### src/rtl/mem_arbiter.sv
// mem_arbiter: two-requester round-robin arbiter driving the MEMCTRL host port.
// One single-beat access per IDLE -> CMD -> DATA pass; the bus is parked while BIST_EN is high.
module mem_arbiter #(
  parameter int AW = 16,
  parameter int DW = 8
) (
  input  logic          CLK,
  input  logic          RSTN,
  input  logic          BIST_EN,
  input  logic          REQA,
  input  logic          REQB,
  input  logic          WEA,
  input  logic          WEB_B,
  input  logic [AW-1:0] ADDRA,
  input  logic [AW-1:0] ADDRB,
  input  logic [DW-1:0] WDATAA,
  input  logic [DW-1:0] WDATAB,
  output logic          ACKA,
  output logic          ACKB,
  output logic [DW-1:0] RDATAA,
  output logic [DW-1:0] RDATAB,
  output logic [AW-1:0] MEM_ADDR,
  output logic          MEM_CE,
  output logic          MEM_CSB,
  output logic          MEM_WEB,
  output logic          MEM_OEB,
  output logic [DW-1:0] MEM_IDATA,
  input  logic [DW-1:0] MEM_ODATA,
  output logic          ARB_IDLE
);

  typedef enum logic [1:0] {
    ST_IDLE = 2'd0,
    ST_CMD  = 2'd1,
    ST_DATA = 2'd2
  } state_e;

  state_e        state_q, state_d;
  logic          ptr_q, ptr_d;
  logic          sel_b_q, sel_b_d;
  logic          wr_q, wr_d;
  logic [AW-1:0] addr_q, addr_d;
  logic          ce_q, ce_d;
  logic          csb_q, csb_d;
  logic          web_q, web_d;
  logic          oeb_q, oeb_d;
  logic [DW-1:0] idata_q, idata_d;
  logic          acka_q, acka_d;
  logic          ackb_q, ackb_d;
  logic [DW-1:0] rdataa_q, rdataa_d;
  logic [DW-1:0] rdatab_q, rdatab_d;
  logic          idle_q, idle_d;

  logic          req_a_s, req_b_s, pick_b_s, pick_wr_s;
  logic [AW-1:0] pick_addr_s;
  logic [DW-1:0] pick_wdata_s;

  // Requests are masked during their own ACK cycle so a slow-dropping requester is not re-granted.
  always_comb begin
    req_a_s  = REQA & ~acka_q;
    req_b_s  = REQB & ~ackb_q;
    pick_b_s = req_b_s & (~req_a_s | ptr_q);
    if (pick_b_s) begin
      pick_wr_s    = WEB_B;
      pick_addr_s  = ADDRB;
      pick_wdata_s = WDATAB;
    end else begin
      pick_wr_s    = WEA;
      pick_addr_s  = ADDRA;
      pick_wdata_s = WDATAA;
    end
  end

  // Next-state and next-output logic; bus strobes default to their parked values.
  always_comb begin
    state_d  = state_q;
    ptr_d    = ptr_q;
    sel_b_d  = sel_b_q;
    wr_d     = wr_q;
    addr_d   = addr_q;
    ce_d     = 1'b0;
    csb_d    = 1'b1;
    web_d    = 1'b1;
    oeb_d    = 1'b1;
    idata_d  = {DW{1'b0}};
    acka_d   = 1'b0;
    ackb_d   = 1'b0;
    rdataa_d = rdataa_q;
    rdatab_d = rdatab_q;
    case (state_q)
      ST_IDLE: begin
        if (!BIST_EN && (req_a_s || req_b_s)) begin
          state_d = ST_CMD;
          ptr_d   = ~pick_b_s;
          sel_b_d = pick_b_s;
          wr_d    = pick_wr_s;
          addr_d  = pick_addr_s;
          ce_d    = 1'b1;
          csb_d   = 1'b0;
          web_d   = ~pick_wr_s;
          oeb_d   = pick_wr_s;
          idata_d = pick_wr_s ? pick_wdata_s : {DW{1'b0}};
        end else begin
          state_d = ST_IDLE;
        end
      end
      ST_CMD: begin
        // Output enable stays asserted for a read so MEM_ODATA is driven through DATA.
        state_d = ST_DATA;
        oeb_d   = wr_q;
      end
      ST_DATA: begin
        state_d = ST_IDLE;
        if (sel_b_q) begin
          ackb_d = 1'b1;
          if (!wr_q) begin
            rdatab_d = MEM_ODATA;
          end else begin
            rdatab_d = rdatab_q;
          end
        end else begin
          acka_d = 1'b1;
          if (!wr_q) begin
            rdataa_d = MEM_ODATA;
          end else begin
            rdataa_d = rdataa_q;
          end
        end
      end
      default: begin
        state_d = ST_IDLE;
      end
    endcase
    idle_d = (state_d == ST_IDLE);
  end

  // State and registered outputs; reset abandons any in-flight access without an ACK.
  always_ff @(posedge CLK or negedge RSTN) begin
    if (!RSTN) begin
      state_q  <= ST_IDLE;
      ptr_q    <= 1'b0;
      sel_b_q  <= 1'b0;
      wr_q     <= 1'b0;
      addr_q   <= {AW{1'b0}};
      ce_q     <= 1'b0;
      csb_q    <= 1'b1;
      web_q    <= 1'b1;
      oeb_q    <= 1'b1;
      idata_q  <= {DW{1'b0}};
      acka_q   <= 1'b0;
      ackb_q   <= 1'b0;
      rdataa_q <= {DW{1'b0}};
      rdatab_q <= {DW{1'b0}};
      idle_q   <= 1'b1;
    end else begin
      state_q  <= state_d;
      ptr_q    <= ptr_d;
      sel_b_q  <= sel_b_d;
      wr_q     <= wr_d;
      addr_q   <= addr_d;
      ce_q     <= ce_d;
      csb_q    <= csb_d;
      web_q    <= web_d;
      oeb_q    <= oeb_d;
      idata_q  <= idata_d;
      acka_q   <= acka_d;
      ackb_q   <= ackb_d;
      rdataa_q <= rdataa_d;
      rdatab_q <= rdatab_d;
      idle_q   <= idle_d;
    end
  end

  assign ACKA      = acka_q;
  assign ACKB      = ackb_q;
  assign RDATAA    = rdataa_q;
  assign RDATAB    = rdatab_q;
  assign MEM_ADDR  = addr_q;
  assign MEM_CE    = ce_q;
  assign MEM_CSB   = csb_q;
  assign MEM_WEB   = web_q;
  assign MEM_OEB   = oeb_q;
  assign MEM_IDATA = idata_q;
  assign ARB_IDLE  = idle_q;

endmodule

### config.mk
export PLATFORM = sky130hd
export DESIGN_NAME = mem_arbiter
export DESIGN_NICKNAME = d
export VERILOG_FILES = /design/src/rtl/mem_arbiter.sv
export SDC_FILE = /design/constraint.sdc
export NUM_CORES = 1
export LEC_CHECK = 0
export CAP_MARGIN = 0
export CORE_UTILIZATION = 43
export CTS_CLUSTER_SIZE = 28
export DETAILED_ROUTE_END_ITERATION = 10
export PLACE_DENSITY = 0.85
export RECOVER_POWER = 50
export SYNTH_ARGS = -nofsm -noshare
export SYNTH_HDL_FRONTEND = slang
export SYNTH_SLANG_ARGS = --single-unit
### constraint.sdc
create_clock -name CLK -period 2.98 [get_ports CLK]
set_input_delay 0.298 -clock CLK [delete_from_list [all_inputs] [get_ports CLK]]
set_output_delay 0.298 -clock CLK [all_outputs]
set_load 0.005 [all_outputs]
==> flow_metrics.py, run 1 <==
metrics = {
    "outcome": {
        "status": "complete, no violations",
    },
    "yosys": {
        "synth-edff-count": 0,
        "synth_area_leader_cell": "dfrtp_1",
        "netlist.area_leader.share_pct": 53.8,
        "synth_area_leaders": "dfrtp_1 54%, a31oi_2 9.0%, mux2_2 8.1%",
        "synth_area_mm2": 0.00223,
        "ys.flop_type": "dfrtp_1",
        "synth_nets": 248,
        "async_reset_ff_share_pct": 100,
        "synth_cells": 185,
        "synth.avg_cell_area_um2": 12.1,
        "ys_seq_area_share_pct": 58.5,
        "yosys_warnings": 0,
        "ys_types": 28,
        "yosys_register_bits": 52,
    },
    "floorplanning": {
        "die_area_mm2": 0.00549,
        "num_rows": 25,
        "pin_count": 110,
        "die_w_um": 74.1,
        "start_util_pct": 46.1,
        "die_h_um": 74.1,
        "design.core.area_mm2": 0.00485,
    },
    "timing": {
        "setup-violations-final": 0,
        "grt_setup_unrepaired": "false",
        "max_slew_margin_pct": 25.6,
        "worst_slew_pin_slew_ps": 1120,
        "min_period_ps": 1820,
        "worst_slack_ps": 1160,
        "setup-tns-final_ps": 0,
        "fmax_mhz": 550,
        "hold_viol_final": 0,
        "clock_skew_ps": 6.32,
        "slew_violations": 0,
        "finalCritPeriodShare_pct": 61.0,
    },
    "clock_tree": {
        "ctsResizeCount": 0,
        "cts-root-buf": "clkbuf_8",
        "clock-sinks": 52,
        "post_cts_buffers": 0,
        "cts_tree": "built",
        "clock_tree.buffer_depth": 2,
        "clkTransAtPathRegs_ps": 90,
        "cts.htree.levels": 2,
        "clk_latency_ps": 300,
        "cts_hold_buf": 0,
        "cts_made_buffers": 5,
    },
    "routing": {
        "antenna_left": 0,
        "wl_um": 4550,
        "dr_total_vias": 1730,
        "wl_per_cell_um": 12.6,
        "drtIter0Drc": 81,
        "drc": 0,
        "vias_per_cell": 4.78,
        "dr.pass1.iters": 4,
    },
    "layout": {
        "layout_common_cells": "90 x clkdlybuf4s50_1, 48 x dfrtp_1, 33 x nand2_1",
        "fillCellCount": 391,
        "stdcell_count": 362,
        "fin_util_pct": 70.5,
        "nets": 357,
        "syn2layout_area_growth_pct": 52.9,
        "drive_gt1_share_pct": 17.6,
        "insertedDiodeCount": 0,
        "final_common_cell": "clkdlybuf4s50_1",
    },
    "power": {
        "ir_drop_uv": 361,
        "power_density_mw_per_mm2": 691,
        "p_leak_nw": 1.44,
    },
    "critical_path": {
        "cp_max_fo": 40,
        "cp_data_required_time_ps": 3170,
        "endpoint_kind": "register",
        "cp.arrival_ps": 2010,
        "worst_setup_path_start_kind": "input port",
        "critPathKind": "in -> reg",
    },
    "grt": {
        "grt_pass1_vias": 1632,
        "grt_max_degree": 53,
        "antenna_found_initial": 0,
        "gr-total-overflow": 0,
        "grt_usage_pct": 17.7,
        "grt_pass1_wl_um": 7290,
    },
    "run": {
        "max-cap-violations": 0,
    },
    "placed_design": {
        "dp_cells": 354,
        "portBuffers": 109,
        "routabilityCongestion": 0.700,
        "post-place-ws_ps": 845,
        "hpwl_um": 3370,
    },
    "hold_path": {
        "hp-class": "in -> async",
    },
}
==> metrics by stage <==
| stage | hold WS (ps) | cell area [um2] | power [mW] |
|---|---|---|---|
| final | 213 | 3420 | 2.36 |
| after global routing | 308 | 3420 | 2.52 |
| after global placement | 460 | 3330 | 1.99 |
| after floorplan | 2.41 | 2230 | 1.46 |
| after detailed placement | 465 | 3330 | 2.02 |
| after CTS | 247 | 3420 | 2.43 |
==> flip-flops by register name, summed over array words and instances, names as in the netlist <==
name / count
ACKA: 1
sel_b_q: 1
MEM_OEB: 1
ptr_q: 1
MEM_ADDR: 16
MEM_IDATA: 8
MEM_WEB: 1
ARB_IDLE: 1
ACKB: 1
RDATAB: 8
MEM_CSB: 1
RDATAA: 8
MEM_CE: 1
wr_q: 1
state_q: 2
==> critical path: stages <==
cell and delay, ps:
clkdlybuf4s50_1 390, or3_1 530, a21o_2 290, inv_6 260
nand2_1 110, o21a_1 130
==> cell families (layout without fill, tap and decap cells) <==
family                 count (synthesis)  after routing  synth area share, %
and+or+nand+nor                       72             72                 14.1
muxes                                 16             16                 8.07
AOI/OAI and AO/OA                     33             33                 15.1
buffers and inverters                 12            122                 4.26
DFF                                   52             52                 58.5
==> cell type report <==
type                    instances  area [um2]  share of cell area (%)
flip-flops and latches         52        1310                    38.2
repair buffers                109        1090                    31.8
clock buffers                   8        90.1                    2.64
multi-input cells             121         826                    24.2
well taps                      67        83.8                    2.45
inverters                       5        23.8                   0.696
==> final timing paths <==
path                            cells after the start  endpoint  slack (ps)  startpoint
worst max register to register                      5     ptr_q        1170  state_q[1]
min in group CLK                                    1      ACKA         480     sel_b_q
worst min-delay path                                1      ACKB         210        RSTN
worst max-delay path                                6     ptr_q        1160     BIST_EN
max in group asynchronous                           1      ACKA        2090        RSTN
worst min register to register                      1      ACKA         480     sel_b_q
==> cells in the mapped netlist, types with 2 or more instances <==
cell type   n
a22oi_1     9
a31oi_2    16
buf_6       3
buf_8       2
clkbuf_1    2
dfrtp_1    48
dfstp_2     4
inv_1       4
mux2_2     16
nand2_1    33
nand2b_1    3
nor2_1     28
nor3_2      2
==> routing by layer <==
layer  global-route usage [%]  wire length [um]  up-vias
met4                     7.26                69        0
met5                        0                 0        -
met2                     30.8              2340       66
met1                     20.1              1820      810
met3                     5.69               315        6
li1                         -                 -      848
==> power breakdown <==
part / leakage, nW / internal (mW) / switching [mW]
sequential: 0.628 / 0.936 / 0.118
clock: 0.0455 / 0.190 / 0.211
combinational: 0.764 / 0.580 / 0.327
No activity file was read; power rests on OpenSTA's default activity.
==> inputs of run 2 (changes only) <==
--- a/config.mk
+++ b/config.mk
@@ -6,10 +6,10 @@
 export NUM_CORES = 1
 export LEC_CHECK = 0
 export CAP_MARGIN = 0
-export CORE_UTILIZATION = 43
+export CORE_UTILIZATION = 40
 export CTS_CLUSTER_SIZE = 28
 export DETAILED_ROUTE_END_ITERATION = 10
-export PLACE_DENSITY = 0.85
+export PLACE_DENSITY = 0.8
 export RECOVER_POWER = 50
 export SYNTH_ARGS = -nofsm -noshare
 export SYNTH_HDL_FRONTEND = slang
==> constraint.sdc (replaced) <==
create_clock -name CLK -period 1.7 [get_ports CLK]
set_input_delay 0.17 -clock CLK [delete_from_list [all_inputs] [get_ports CLK]]
set_output_delay 0.17 -clock CLK [all_outputs]
set_load 0.005 [all_outputs]
==> flow_metrics.py, run 2 (synthesis results as in run 1) <==
metrics = {
    "layout": {
        "syn2layout_area_growth_pct": 59.8,
        "insertedDiodeCount": 0,
        "stdcell_count": 379,
        "layout_common_cells": "91 x clkdlybuf4s50_1, 48 x dfrtp_1, 33 x nand2_1",
        "nets": 371,
        "final_cell_area_mm2": 0.00357,
        "fillCellCount": 444,
        "largest_register_ffs": 16,
        "final_common_cell": "clkdlybuf4s50_1",
        "drive_gt1_share_pct": 21.0,
    },
    "timing": {
        "slew_violations": 0,
        "max_slew_margin_pct": 58.7,
        "grt_setup_unrepaired": "false",
        "finalCritPeriodShare_pct": 88.8,
        "setup-tns-final_ps": 0,
        "hold_viol_final": 0,
        "min_period_ps": 1510,
        "worst_slew_pin_slew_ps": 619,
        "setup-violations-final": 0,
        "clock_skew_ps": 14.7,
        "fmax_mhz": 663,
    },
    "clock_tree": {
        "cts_tree": "built",
        "post_cts_buffers": 0,
        "clock-sinks": 52,
        "cts-root-buf": "clkbuf_8",
        "clock_tree.buffer_depth": 2,
        "cts.htree.levels": 2,
        "clk_latency_ps": 290,
        "clkTransAtPathRegs_ps": 100,
        "cts_made_buffers": 5,
        "ctsResizeCount": 0,
    },
    "critical_path": {
        "worstReg2RegEnd": "MEM_ADDR[13]",
        "cp_data_required_time_ps": 1920,
        "path_buf_inv": 2,
        "cpMaxStageDelayCell": "dfrtp_1",
        "crit_family": "simple AND/OR/NAND/NOR gates",
        "worstSetupStartpoint": "state_q[1]",
        "r2r_cells": 6,
        "cp_max_fo": 15,
        "endpoint_kind": "register",
        "crit_path_cell_trace": "or3_1 -> a21o_4 -> inv_6 -> buf_12 -> nor2_1 -> a31oi_2",
        "regToRegStartpoint": "state_q[1]",
        "cp.arrival_ps": 1730,
        "worst_setup_path_start_kind": "register",
        "cpPeakStageDelay_ps": 390,
        "reg2reg_slack_ps": 190,
        "critPathKind": "reg -> reg",
    },
    "placed_design": {
        "dpl_cell_area_mm2": 0.00348,
        "dp_cells": 370,
        "hpwl_um": 3910,
        "routabilityCongestion": 0.688,
        "portBuffers": 109,
    },
    "floorplanning": {
        "die_w_um": 76.7,
        "num_rows": 26,
        "pin_count": 110,
        "start_util_pct": 42.6,
        "die_h_um": 76.7,
        "die_area_mm2": 0.00589,
        "design.core.area_mm2": 0.00524,
    },
    "hold_path": {
        "hp-class": "in -> async",
    },
    "routing": {
        "wl_per_cell_um": 13.3,
        "dr_total_vias": 1795,
        "dr.pass1.iters": 4,
        "vias_per_cell": 4.74,
        "wl_um": 5030,
        "drtIter0Drc": 50,
        "antenna_left": 0,
        "drc": 0,
    },
    "power": {
        "swShare_pct": 28.0,
        "p_switching_mw": 1.18,
        "p_leak_nw": 1.52,
        "seq_power_share_pct": 44.1,
        "power_mw": 4.22,
        "power_density_mw_per_mm2": 1180,
        "power_frac_clock_pct": 15.5,
        "p_int_mw": 3.04,
        "p_comb_share_pct": 40.4,
        "ir_drop_uv": 581,
    },
    "grt": {
        "grt_pass1_wl_um": 8450,
        "grt_pass1_vias": 1809,
        "antenna_found_initial": 0,
        "gr-total-overflow": 0,
        "grt_max_degree": 23,
        "grt_usage_pct": 18.2,
    },
    "run": {
        "max-cap-violations": 0,
    },
    "outcome": {
        "status": "complete, no violations",
    },
}
[run 2: cell count changes in the layout (fill, tap and decap cells not counted), sizes merged]
cell,previous run,this run
buf,1,11
clkbuf,8,10
clkinv,0,1
clkdlybuf4s50,90,91
[run 2: per-layer routing]
| layer | vias up | GRT usage (%) | wire length, um |
|---|---|---|---|
| met5 | - | 0 | 0 |
| met4 | 0 | 4.04 | 17 |
| met3 | 2 | 4.40 | 331 |
| met2 | 72 | 32.5 | 2620 |
| met1 | 838 | 22.1 | 2050 |
| li1 | 883 | - | - |
[run 2: how the worst max path moves through the flow]
stage,cells after the start,to
2_1_floorplan,7,ptr_q
3_3_place_gp,7,MEM_ADDR[9]
3_5_place_dp,7,MEM_ADDR[13]
4_1_cts,4,MEM_IDATA[0]
5_1_grt,4,MEM_IDATA[4]
6_report,6,MEM_ADDR[13]
[run 2: metrics by stage]
stage / utilization (%) / hold slack [ps] / worst slack, ps
6_report: 68.2 / 351 / 191
5_1_grt: 68.2 / 386 / 20.5
4_1_cts: 68.3 / 364 / 143
3_5_place_dp: 66.5 / 152 / -42.1
3_3_place_gp: 66.5 / 147 / 28.1
2_1_floorplan: - / -126 / 195
[run 2: final cells by class]
| class | count | area [um2] | area share [%] |
|---|---|---|---|
| Inverter | 5 | 23.8 | 0.666 |
| Tap cell | 70 | 87.6 | 2.45 |
| Clock inverter | 1 | 5.00 | 0.140 |
| Multi-Input combinational cell | 121 | 832 | 23.3 |
| Timing Repair Buffer | 123 | 1240 | 34.7 |
| Sequential cell | 52 | 1310 | 36.6 |
| Clock buffer | 7 | 76.3 | 2.14 |
[run 2: repair_timing]
| item | CTS | global route |
|---|---|---|
| setup endpoints to repair | 0 | 0 |
| hold buffers | 1 | 0 |
| hold endpoints to repair | 19 | 0 |
[run 2: power groups by stage]
stage / combinational, mW / clock (mW) / sequential, mW
3_3_place_gp: 1.72 / 0 / 1.87
6_report: 1.71 / 0.653 / 1.86
3_5_place_dp: 1.77 / 0 / 1.89
2_1_floorplan: 0.663 / 0 / 1.90
5_1_grt: 1.85 / 0.721 / 1.92
4_1_cts: 1.78 / 0.677 / 1.87
